File: config.mk
export PLATFORM = sky130hd
export DESIGN_NAME = latch_q_debounce_sync
export DESIGN_NICKNAME = d
export VERILOG_FILES = /design/src/rtl/latch_q_debounce_sync.sv
export SDC_FILE = /design/constraint.sdc
export NUM_CORES = 1
export LEC_CHECK = 0
export BUFFER_PORTS_ARGS = -buffer_cell sky130_fd_sc_hd__buf_4
export CELL_PAD_IN_SITES_DETAIL_PLACEMENT = 1
export CELL_PAD_IN_SITES_GLOBAL_PLACEMENT = 1
export CORE_UTILIZATION = 44
export DETAILED_ROUTE_END_ITERATION = 10
export GPL_TIMING_DRIVEN = 0
export HOLD_SLACK_MARGIN = 0.1
export PLACE_DENSITY = 0.81
export SYNTH_ARGS = -nofsm -noshare
export SYNTH_HDL_FRONTEND = slang
export SYNTH_SLANG_ARGS = --single-unit
File: constraint.sdc
create_clock -name clk -period 2.5 [get_ports clk]
set_clock_uncertainty 0.05 [all_clocks]
set_input_delay 0 -clock clk [delete_from_list [all_inputs] [get_ports clk]]
set_output_delay 0 -clock clk [all_outputs]
set_load 0.03 [all_outputs]
File: src/rtl/latch_q_debounce_sync.sv
// latch_q_debounce_sync: synchronises and debounces the asynchronous latch Q
// output, reports committed level changes as one-cycle pulses, and buffers
// each change as a single-entry valid/ready event.
// Optional feature macro: LATCH_EDGE_COUNT_EN adds a 16-bit wrapping commit
// counter on port edge_count.
module latch_q_debounce_sync #(
  parameter int unsigned DEBOUNCE_CYCLES = 4,
  parameter int unsigned CNT_W           = 8
) (
  input  logic clk,
  input  logic rst_n,
  input  logic q_in,
  output logic q_stable,
  output logic rise_pulse,
  output logic fall_pulse,
  output logic event_valid,
  input  logic event_ready,
  output logic event_type,
  output logic overflow,
  input  logic ovf_clr
`ifdef LATCH_EDGE_COUNT_EN
  ,
  output logic [15:0] edge_count
`endif
);

  typedef enum logic {
    IDLE  = 1'b0,
    CHECK = 1'b1
  } state_t;

  localparam logic [CNT_W-1:0] LAST_CNT = CNT_W'(DEBOUNCE_CYCLES - 1);
  localparam bit               SINGLE   = (DEBOUNCE_CYCLES == 1);

  state_t           state;
  logic [CNT_W-1:0] counter;
  logic             sync1;
  logic             sync2;
  logic             mismatch;
  logic             commit;
  logic             ovf_set;

  // A committed change needs the level to differ for the full debounce window
  assign mismatch = (sync2 != q_stable);
  assign commit   = mismatch &&
                    (((state == IDLE) && SINGLE) ||
                     ((state == CHECK) && (counter == LAST_CNT)));
  assign ovf_set  = commit && event_valid && !event_ready;

  // Two-flop synchroniser; only sync2 is used downstream
  always_ff @(posedge clk or negedge rst_n) begin
    if (!rst_n) begin
      sync1 <= 1'b0;
      sync2 <= 1'b0;
    end else begin
      sync1 <= q_in;
      sync2 <= sync1;
    end
  end

  // Debounce FSM: count consecutive mismatch cycles, drop back on a glitch
  always_ff @(posedge clk or negedge rst_n) begin
    if (!rst_n) begin
      state   <= IDLE;
      counter <= '0;
    end else begin
      case (state)
        IDLE: begin
          counter <= '0;
          if (mismatch && !SINGLE) begin
            counter <= CNT_W'(1);
            state   <= CHECK;
          end
        end
        CHECK: begin
          if (!mismatch || (counter == LAST_CNT)) begin
            counter <= '0;
            state   <= IDLE;
          end else begin
            counter <= counter + CNT_W'(1);
          end
        end
        default: begin
          counter <= '0;
          state   <= IDLE;
        end
      endcase
    end
  end

  // Committed level and its one-cycle edge pulses, aligned to the commit edge
  always_ff @(posedge clk or negedge rst_n) begin
    if (!rst_n) begin
      q_stable   <= 1'b0;
      rise_pulse <= 1'b0;
      fall_pulse <= 1'b0;
    end else begin
      rise_pulse <= commit && sync2;
      fall_pulse <= commit && !sync2;
      if (commit) begin
        q_stable <= sync2;
      end
    end
  end

  // Single-entry event buffer; newest commit always wins the slot
  always_ff @(posedge clk or negedge rst_n) begin
    if (!rst_n) begin
      event_valid <= 1'b0;
      event_type  <= 1'b0;
    end else if (commit) begin
      event_valid <= 1'b1;
      event_type  <= sync2;
    end else if (event_valid && event_ready) begin
      event_valid <= 1'b0;
    end
  end

  // Sticky overflow on an unconsumed overwrite; set beats clear
  always_ff @(posedge clk or negedge rst_n) begin
    if (!rst_n) begin
      overflow <= 1'b0;
    end else if (ovf_set) begin
      overflow <= 1'b1;
    end else if (ovf_clr) begin
      overflow <= 1'b0;
    end
  end

`ifdef LATCH_EDGE_COUNT_EN
  // Wrapping count of all commits, rise or fall
  always_ff @(posedge clk or negedge rst_n) begin
    if (!rst_n) begin
      edge_count <= 16'h0000;
    end else if (commit) begin
      edge_count <= edge_count + 16'h0001;
    end
  end
`endif

endmodule

==> results of run 1 <==
flip-flops by register name, indices dropped and copies added (netlist names):
signal       flops
rise_pulse       1
fall_pulse       1
overflow         1
sync1            1
counter          8
state            1
event_type       1
sync2            1
event_valid      1
repair_timing:
action | in CTS | in global routing
endpoints found under the setup margin | 0 | 0
hold buffers | 6 | 0
hold endpoints to repair | 19 | 0
power groups by stage:
stage / Combinational (mW) / Clock [mW] / Sequential [mW]
after floorplan: 0.128 / 0 / 0.360
after global placement: 0.210 / 0 / 0.344
after detailed placement: 0.214 / 0 / 0.346
after CTS: 0.221 / 0.135 / 0.342
after global routing: 0.240 / 0.149 / 0.347
final: 0.217 / 0.130 / 0.340
synthesized netlist by cell type, types with 2 or more instances:
cell type and number:
xor2_1 2, dfrtp_1 16, o21ai_0 3, nand3_1 5, nor2_1 6, a21oi_1 3
xnor2_1 2, nand2_1 2, or3_1 3, inv_1 5
metal layers:
layer	track usage	vias up	wire length (um)
li1	-	247	-
met1	0.242	246	614
met2	0.300	7	647
met3	0.0391	4	30
met4	0.116	0	30
met5	0	-	0
layout make-up:
| class | count | share of cell area |
|---|---|---|
| clock buffers | 3 | 0.0261 |
| flip-flops and latches | 16 | 0.464 |
| repair buffers | 16 | 0.157 |
| plain buffers | 1 | 0.00870 |
| inverters | 5 | 0.0217 |
| well taps | 15 | 0.0217 |
| multi-input cells | 38 | 0.301 |
cell families after synthesis:
family          count (synthesis)  share of synthesized area
fa+ha+maj                       1                     0.0182
compound gates                 11                     0.0965
buf+inv                         6                     0.0383
simple gates                   21                      0.197
mux                             1                     0.0164
flops                          16                      0.583
xor+xnor                        4                     0.0510
final timing paths:
| check | startpoint | end | depth (start not counted) | slack [ps] |
|---|---|---|---|---|
| setup reg to reg | counter[0] | overflow | 5 | 420 |
| max in group asynchronous | rst_n | counter[4] | 3 | 1150 |
| hold / removal | sync1 | sync2 | 0 | 310 |
| min in group asynchronous | rst_n | state | 3 | 790 |
| setup / recovery | counter[0] | overflow | 5 | 420 |
| hold reg to reg | sync1 | sync2 | 0 | 310 |
metrics by stage:
step,setup WS (ps),instance area (um^2),power [mW],instances
after floorplan,1080,687,0.489,60
after global placement,954,781,0.554,85
after detailed placement,952,781,0.560,85
after CTS,421,863,0.698,94
after global routing,320,863,0.736,94
final,418,863,0.687,94
worst register-to-register path, stage by stage (launching register included):
cell	delay (ps)
dfrtp_1	420
ha_1	260
nor3b_2	310
nand4b_1	220
o22ai_1	170
dlygate4sd3_1	580
==> reports/metrics.cfg, run 1 <==
[die]
rows=13
start_util=0.497
die_area_um2=1720
die_x_um=41.5
pin_count=11
dieHeight_um=41.5
coreArea_um2=1380

[routing]
num_vias=504
wire_per_inst_um=14.1
drc=0
drt-initial-drc-count=1
dr.pass1.iters=4
antenna_left=0
drt-total-wl_mm=1.32
via_per_inst=5.36

[power]
pwr-share-clk=0.189
combPwrFrac=0.316
internal_power_uw=449
vdd_ir_drop_max_mv=0.343
power.leakage_nw=0.417
switchingPower_uw=238
p_per_area_nw_per_um2=796
switching_share=0.346
p_seq_frac=0.495

[timing]
fin_crit_sh=0.833
setup_violations=0
timing.final.hold_violations=0
whs_ps=308
worstMarginPinSlew_ps=723
tns_ps=0
grt_setup_unrepaired=no
relSlewSlack=0.517
period_minus_slack_ps=2080
fmax_mhz=480
slew_viol_final=0

[critical_path]
crit_path_max_fanout=5
startpoint_type=flip-flop
cp-end-kind=flip-flop
cp_data_arrival_time_ps=2250
path_cells=ha_1 > nor3b_2 > nand4b_1 > o22ai_1 > dlygate4sd3_1
crit_family=buffers and inverters
cp.required_ps=2670
slowest_stage=dlygate4sd3_1
cpPeakStageDelay_ps=580
crit_buf_inv=1
critical_path_class=reg -> reg

[yosys]
syn-instance-count=60
yosysWarnings=0
syn_area_um2=687
synth_edf_count=0
ys_async_sr_fraction=1.00
seq_area_frac_synth=0.583
yosys.area.top_type=dfrtp_1
synth_area_leaders=dfrtp_1, nand3_1, nor2_1
synth_ff_type=dfrtp_1
synth_top_area_share=0.583
synth_cell_types=23
syn_nets=66
ys_ff_latch=16
avgSynthCellArea_um2=11.4

[layout]
num-fill-cells=153
area_growth_pct=25.7
multiInputGateArea_um2=260
seqCellArea_um2=400
final_nets=87
layout_commonest_cell=dfrtp_1
fin_util=0.624
mostFrequentLayoutCells=dfrtp_1, buf_4, nor2_1, dlygate4sd3_1
num_antenna_cells=0
drive_gt1_frac=0.228

[grt]
antenna_found_initial=0
grt_overflow=0
grt_max_degree=17
grt_usage=0.192
grt_pass1_vias=529
grt_pass1_wl_mm=2.43

[run]
max_cap_viol_count=0

[clocking]
max-clock-path-buffers=2
clkSinkCount=16
h-tree-depth=1
cts_tree=done
cts_buffers=3
cts.reportedPaths.clkPinSlew_ps=80
postCtsSetupBuffers=0
cts_resized=0
clkLatencyLatePin_ps=280
cts_root_buf=clkbuf_4

[outcome]
status=finished clean

[min_path]
hp-class=reg -> reg

[placed_design]
port_buffers=10
gp_congestion=0.710
dp_hpwl_um=950

Power figures use the tool's default switching activity.
==> run 2, diff against run 1 <==
--- a/config.mk
+++ b/config.mk
@@ -5,14 +5,15 @@
 export SDC_FILE = /design/constraint.sdc
 export NUM_CORES = 1
 export LEC_CHECK = 0
+export ABC_AREA = 1
 export BUFFER_PORTS_ARGS = -buffer_cell sky130_fd_sc_hd__buf_4
 export CELL_PAD_IN_SITES_DETAIL_PLACEMENT = 1
 export CELL_PAD_IN_SITES_GLOBAL_PLACEMENT = 1
-export CORE_UTILIZATION = 44
+export CORE_UTILIZATION = 40
 export DETAILED_ROUTE_END_ITERATION = 10
 export GPL_TIMING_DRIVEN = 0
 export HOLD_SLACK_MARGIN = 0.1
-export PLACE_DENSITY = 0.81
+export PLACE_DENSITY = 0.78
 export SYNTH_ARGS = -nofsm -noshare
 export SYNTH_HDL_FRONTEND = slang
 export SYNTH_SLANG_ARGS = --single-unit
==> constraint.sdc (replaced) <==
create_clock -name clk -period 1.94 [get_ports clk]
set_clock_uncertainty 0.05 [all_clocks]
set_input_delay 0 -clock clk [delete_from_list [all_inputs] [get_ports clk]]
set_output_delay 0 -clock clk [all_outputs]
set_load 0.03 [all_outputs]
==> run 2 against run 1 <==
Flip-flop and latch count stayed put. Clock power rose by 72%. Count of clock-buffer cells in the layout increased by 1. Synthesized cell count up 55%. Routed wire length increased by 21%. Critical path depth up 1. Register-to-register slack gained 180 ps. Worst hold slack got worse by 5.6 ps. Total power up 48%. Sequential power is 24% higher. Global-route usage decreased by 0.65 points. Die area rose by 23%. Critical path type unchanged. Critical endpoint is now state. Largest cell class unchanged. Largest power group unchanged.
==> reports/metrics.cfg, run 2 <==
[timing]
grt_setup_unrepaired=no  ; unchanged
slew_viol_final=0  ; unchanged
worstMarginPinSlew_ps=711  ; was 723 ps
tns_ps=0  ; unchanged
fin_crit_sh=0.691  ; was 0.833
setup_violations=0  ; unchanged
fmax_mhz=746  ; was 480 MHz
relSlewSlack=0.525  ; was 0.517
timing.final.hold_violations=0  ; unchanged
period_minus_slack_ps=1340  ; was 2080 ps

[grt]
grt_max_degree=17  ; unchanged
grt_pass1_vias=642  ; was 529
grt_pass1_wl_mm=2.68  ; was 2.43 mm
grt_overflow=0  ; unchanged
grt_usage=0.185  ; was 0.192
antenna_found_initial=0  ; unchanged

[placed_design]
placedInstanceArea_um2=882  ; was 781 um^2
gp_congestion=0.804  ; was 0.710
dp_hpwl_mm=1.18  ; was 950 um
port_buffers=10  ; unchanged

[yosys]
synth_common_cells=nand2_1, nor2_1, dfrtp_1  ; was dfrtp_1, nor2_1, inv_1, nand3_1
yosysWarnings=0  ; unchanged
synth_edf_count=0  ; unchanged
synth_cell_types=17  ; was 23
syn_area_um2=776  ; was 687 um^2
avgSynthCellArea_um2=8.34  ; was 11.4 um^2
syn-instance-count=93  ; was 60
ys_async_sr_fraction=1.00  ; unchanged
yosysMostFrequentCell=nand2_1  ; was dfrtp_1
yosys.area.top_type=dfrtp_1  ; unchanged
seq_area_frac_synth=0.516  ; was 0.583
synth_area_leaders=dfrtp_1, nand2_1, nor2_1  ; was dfrtp_1, nand3_1, nor2_1
ys_ff_latch=16  ; unchanged
synth_top_area_share=0.516  ; was 0.583
syn_nets=99  ; was 66
synth_ff_type=dfrtp_1  ; unchanged

[layout]
area_growth_pct=24.8  ; was 25.7%
fin_util=0.549  ; was 0.624
layout_commonest_cell=nand2_1  ; was dfrtp_1
max_flop_register=counter  ; unchanged
finalInstanceArea_um2=968  ; was 863 um^2
mostFrequentLayoutCells=nand2_1, nor2_1, dfrtp_1  ; was dfrtp_1, buf_4, nor2_1, dlygate4sd3_1
num_antenna_cells=0  ; unchanged
final_nets=119  ; was 87
largest_reg_flops=8  ; unchanged
num-fill-cells=232  ; was 153
drive_gt1_frac=0.232  ; was 0.228

[outcome]
status=finished clean  ; unchanged

[critical_path]
cpPeakStageDelay_ps=410  ; was 580 ps
cp-end-kind=flip-flop  ; unchanged
critical_path_class=reg -> reg  ; unchanged
path_cells=ha_1 > nand2_1 > nor2_1 > nand2_2 > nand2_4 > nand2_1  ; was ha_1 > nor3b_2 > nand4b_1 > o22ai_1 > dlygate4sd3_1
slowest_stage=dfrtp_1  ; was dlygate4sd3_1
crit_top_cell=nand2_1
startpoint_type=flip-flop  ; unchanged
cp.required_ps=2070  ; was 2670 ps
crit_path_max_fanout=7  ; was 5
cp_data_arrival_time_ps=1470  ; was 2250 ps

[die]
coreArea_um2=1760  ; was 1380 um^2
dieHeight_um=46.0  ; was 41.5 um
die_x_um=46.0  ; was 41.5 um
pin_count=11  ; unchanged
rows=15  ; was 13
die_area_um2=2120  ; was 1720 um^2
start_util=0.440  ; was 0.497

[clocking]
holdBufCountCts=5  ; was 6
cts_root_buf=clkbuf_4  ; unchanged
cts_resized=0  ; unchanged
clkLatencyLatePin_ps=290  ; was 280 ps
cts_tree=done  ; unchanged
cts.reportedPaths.clkPinSlew_ps=90  ; was 80 ps
max-clock-path-buffers=2  ; unchanged
h-tree-depth=1  ; unchanged
clkSinkCount=16  ; unchanged
cts_buffers=3  ; unchanged
postCtsSetupBuffers=0  ; unchanged

[routing]
drt-initial-drc-count=9  ; was 1
num_vias=634  ; was 504
wire_per_inst_um=11.6  ; was 14.1 um
antenna_left=0  ; unchanged
dr.pass1.iters=2  ; was 4
drt-total-wl_mm=1.60  ; was 1.32 mm
via_per_inst=4.63  ; was 5.36
drc=0  ; unchanged

[power]
power.leakage_nw=0.488  ; was 0.417 nW
p_per_area_nw_per_um2=1050  ; was 796 nW/um^2
vdd_ir_drop_max_mv=0.544  ; was 0.343 mV

[run]
max_cap_viol_count=0  ; unchanged

[min_path]
hp-class=in -> reg  ; was reg -> reg

## run 2: changes by cell type after synthesis, sizes merged, moves of 2 or more
cell	delta
inv	+10
nand2	+23
nand3	+2
nor2	+13
or3	-3
xnor2	-2
xor2	-2
## run 2: cell type report
cell class,instances,area [um^2],area share
sequential,16,400,0.413
multi-input combinational,61,312,0.322
timing repair buffer,15,125,0.129
inverter,15,56.3,0.0581
clock buffer,4,36.3,0.0375
tap,25,31.3,0.0323
buffer,1,7.51,0.00775
## run 2: final timing paths
kind	start	end	slack, ps	cells after the start
min reg2reg	sync1	sync2	310	0
min in group asynchronous	rst_n	counter[5]	780	3
min	q_in	sync1	300	2
max reg2reg	counter[0]	state	600	6
max	counter[0]	state	600	6
max in group asynchronous	rst_n	counter[0]	610	3
## run 2: metrics by stage
stage          std cells  hold WS [ps]  worst slack, ps  power [mW]
2_1_floorplan         93          -346              732       0.696
3_3_place_gp         128          -179              639       0.780
3_5_place_dp         128          -179              610       0.800
4_1_cts              137           295              537        1.03
5_1_grt              137           304              399        1.07
6_report             137           303              600        1.02
## run 2: metal layers
layer  routed length [um]  global-route usage
met3                   58              0.0238
met5                    0                   0
met4                   34               0.106
met1                  733               0.233
met2                  769               0.301
## run 2: logic make-up after synthesis
logic type / Yosys count / synth area share
simple gates: 53 / 0.326
buf+inv: 16 / 0.0823
flops: 16 / 0.516
compound gates: 7 / 0.0597
fa+ha+maj: 1 / 0.0161
## run 2: worst max-delay path: cells and delay by family, from the launching register on
family | cells | cell delay [ps]
simple gates | 5 | 520
flops | 1 | 410
fa+ha+maj | 1 | 250
## run 2: power by group
part	internal [mW]	leakage [nW]	switching (mW)
Combinational	0.137	0.254	0.233
Sequential	0.381	0.214	0.0423
Clock	0.114	0.0210	0.110
Total	0.632	0.488	0.385
==> run 3, diff against run 2 <==
==> constraint.sdc (replaced) <==
create_clock -name clk -period 1.4 [get_ports clk]
set_clock_uncertainty 0.05 [all_clocks]
set_input_delay 0 -clock clk [delete_from_list [all_inputs] [get_ports clk]]
set_output_delay 0 -clock clk [all_outputs]
set_load 0.03 [all_outputs]
==> run 3 against run 2 <==
Combinational power rose by 45%. Worst hold slack is essentially flat. Flip-flop and latch count is the same. Core utilization is 0.57 points higher. Sequential power is 38% higher. Count of clock-buffer cells in the layout stayed put. Critical path depth unchanged. Clock power increased by 38%. Final area increased by 1.0%.
==> reports/metrics.cfg, run 3 (same netlist as run 2, synthesis figures left out) <==
[routing]
dr.pass1.iters=2  ; unchanged
drt-initial-drc-count=9  ; unchanged
antenna_left=0  ; unchanged
via_per_inst=4.62  ; was 4.63
drt-total-wl_mm=1.62  ; was 1.60 mm
num_vias=637  ; was 634
wire_per_inst_um=11.7  ; was 11.6 um
drc=0  ; unchanged

[critical_path]
slowest_stage=dfrtp_1  ; unchanged
critical_path_class=reg -> reg  ; unchanged
r2r_setup_slack_ps=120  ; was 600 ps
startpoint_type=flip-flop  ; unchanged
crit_path_max_fanout=7  ; unchanged
startpoint=counter[0]  ; unchanged
r2r_start=counter[0]  ; unchanged
crit_top_cell=nand2_1  ; unchanged
cp.depth=6  ; unchanged
crit_buf_inv=0  ; unchanged
reg2reg_depth=6  ; unchanged
crit_family=simple AND/OR/NAND/NOR gates  ; unchanged
cp_data_arrival_time_ps=1420  ; was 1470 ps
regToRegEndpoint=state  ; unchanged
path_cells=ha_2 > nand2_1 > nor2_1 > nand2_2 > nand2_4 > nand2_1  ; was ha_1 > nand2_1 > nor2_1 > nand2_2 > nand2_4 > nand2_1
crit_path_end=state  ; unchanged
cp.required_ps=1530  ; was 2070 ps
cp-end-kind=flip-flop  ; unchanged
cpPeakStageDelay_ps=390  ; was 410 ps

[grt]
grt_max_degree=17  ; unchanged
grt-busiest-layer=met2  ; unchanged
antenna_found_initial=0  ; unchanged
met3_usage=0.0238  ; unchanged
grt_pass1_wl_mm=2.69  ; was 2.68 mm
grt_overflow=0  ; unchanged
use_met2=0.304  ; was 0.301
grtUsageMet1=0.233  ; unchanged
grt_pass1_vias=647  ; was 642
grt_usage=0.186  ; was 0.185

[die]
start_util=0.440  ; unchanged
coreArea_um2=1760  ; unchanged
rows=15  ; unchanged
dieHeight_um=46.0  ; unchanged
pin_count=11  ; unchanged
die_x_um=46.0  ; unchanged
die_area_um2=2120  ; unchanged

[layout]
area_growth_pct=26.1  ; was 24.8%
final_nets=120  ; was 119
mostFrequentLayoutCells=nand2_1, nor2_1, dfrtp_1  ; unchanged
max_flop_register=counter  ; unchanged
layout_commonest_cell=nand2_1  ; unchanged
fin_util=0.555  ; was 0.549
drive_gt1_frac=0.248  ; was 0.232
largest_reg_flops=8  ; unchanged
num_antenna_cells=0  ; unchanged

[power]
power.leakage_nw=0.491  ; was 0.488 nW
finalPower_mw=1.43  ; was 1.02 mW
p_per_area_nw_per_um2=1460  ; was 1050 nW/um^2
vdd_ir_drop_max_mv=0.802  ; was 0.544 mV

[placed_design]
gp_congestion=0.804  ; unchanged
dp_hpwl_mm=1.18  ; unchanged
port_buffers=10  ; unchanged

[clocking]
cts_buffers=3  ; unchanged
max-clock-path-buffers=2  ; unchanged
clkSinkCount=16  ; unchanged
cts.reportedPaths.clkPinSlew_ps=90  ; about the same
h-tree-depth=1  ; unchanged
clkLatencyLatePin_ps=290  ; about the same
cts_root_buf=clkbuf_4  ; unchanged
cts_tree=done  ; unchanged

[timing]
whs_ps=303  ; about the same
worstMarginPinSlew_ps=214  ; was 711 ps
tns_ps=0  ; unchanged
fmax_mhz=778  ; was 746 MHz
relSlewSlack=0.857  ; was 0.525
setup_violations=0  ; unchanged
grt_setup_unrepaired=no  ; unchanged
slew_viol_final=0  ; unchanged
period_minus_slack_ps=1280  ; was 1340 ps
timing.final.hold_violations=0  ; unchanged
fin_crit_sh=0.918  ; was 0.691

[run]
max_cap_viol_count=0  ; unchanged

[min_path]
hold_depth=2  ; unchanged
hp-class=in -> reg  ; unchanged

[outcome]
status=finished clean  ; unchanged

-- run 3: cell types whose count changed in the layout (fill, tap and decap cells not counted), sizes merged --
| cell | delta |
|---|---|
| buf | +1 |
-- run 3: worst reg2reg max path, cell delays in order, from the launching register on --
cell	delay (ps)
dfrtp_1	390
ha_2	230
nand2_1	60
nor2_1	130
nand2_2	110
nand2_4	140
nand2_1	70
-- run 3: worst min-delay path by stage --
stage	endpoint	slack [ps]	from
2_1_floorplan	counter[0]	-350	rst_n
5_1_grt	sync1	300	q_in
3_3_place_gp	event_valid	-180	rst_n
6_report	sync1	300	q_in
4_1_cts	sync1	290	q_in
3_5_place_dp	overflow	-180	rst_n
-- run 3: final cells by class --
cell class              count  area [um^2]
repair buffers             16          133
plain buffers               1         7.51
flip-flops and latches     16          400
fillers                   230          786
inverters                  15         56.3
multi-input cells          61          314
well taps                  25         31.3
clock buffers               4         36.3
-- run 3: timing repair --
| item | 4_1_cts | 5_1_grt |
|---|---|---|
| endpoints found under the hold margin | 19 | 0 |
| setup buffers | 0 | 1 |
| hold buffers | 5 | 0 |
| endpoints found under the setup margin | 0 | 10 |
| gates resized for setup | 0 | 1 |
-- run 3: metrics by stage --
stage          cell area (um^2)  setup slack (ps)  instances
2_1_floorplan               776               192         93
3_3_place_gp                882              99.2        128
3_5_place_dp                882              70.4        128
4_1_cts                     968              57.9        137
5_1_grt                     978              21.2        138
6_report                    978               115        138
-- run 3: layer usage --
metal / up-vias / wire length [um]
met1: 298 / 730
met4: 0 / 34
met2: 12 / 795
li1: 322 / -
met3: 5 / 59
met5: - / 0
-- run 3: where the power goes --
group	total, mW	internal [mW]	switching (mW)
clock network	0.310	0.159	0.152
logic	0.538	0.209	0.328
registers	0.585	0.528	0.0572
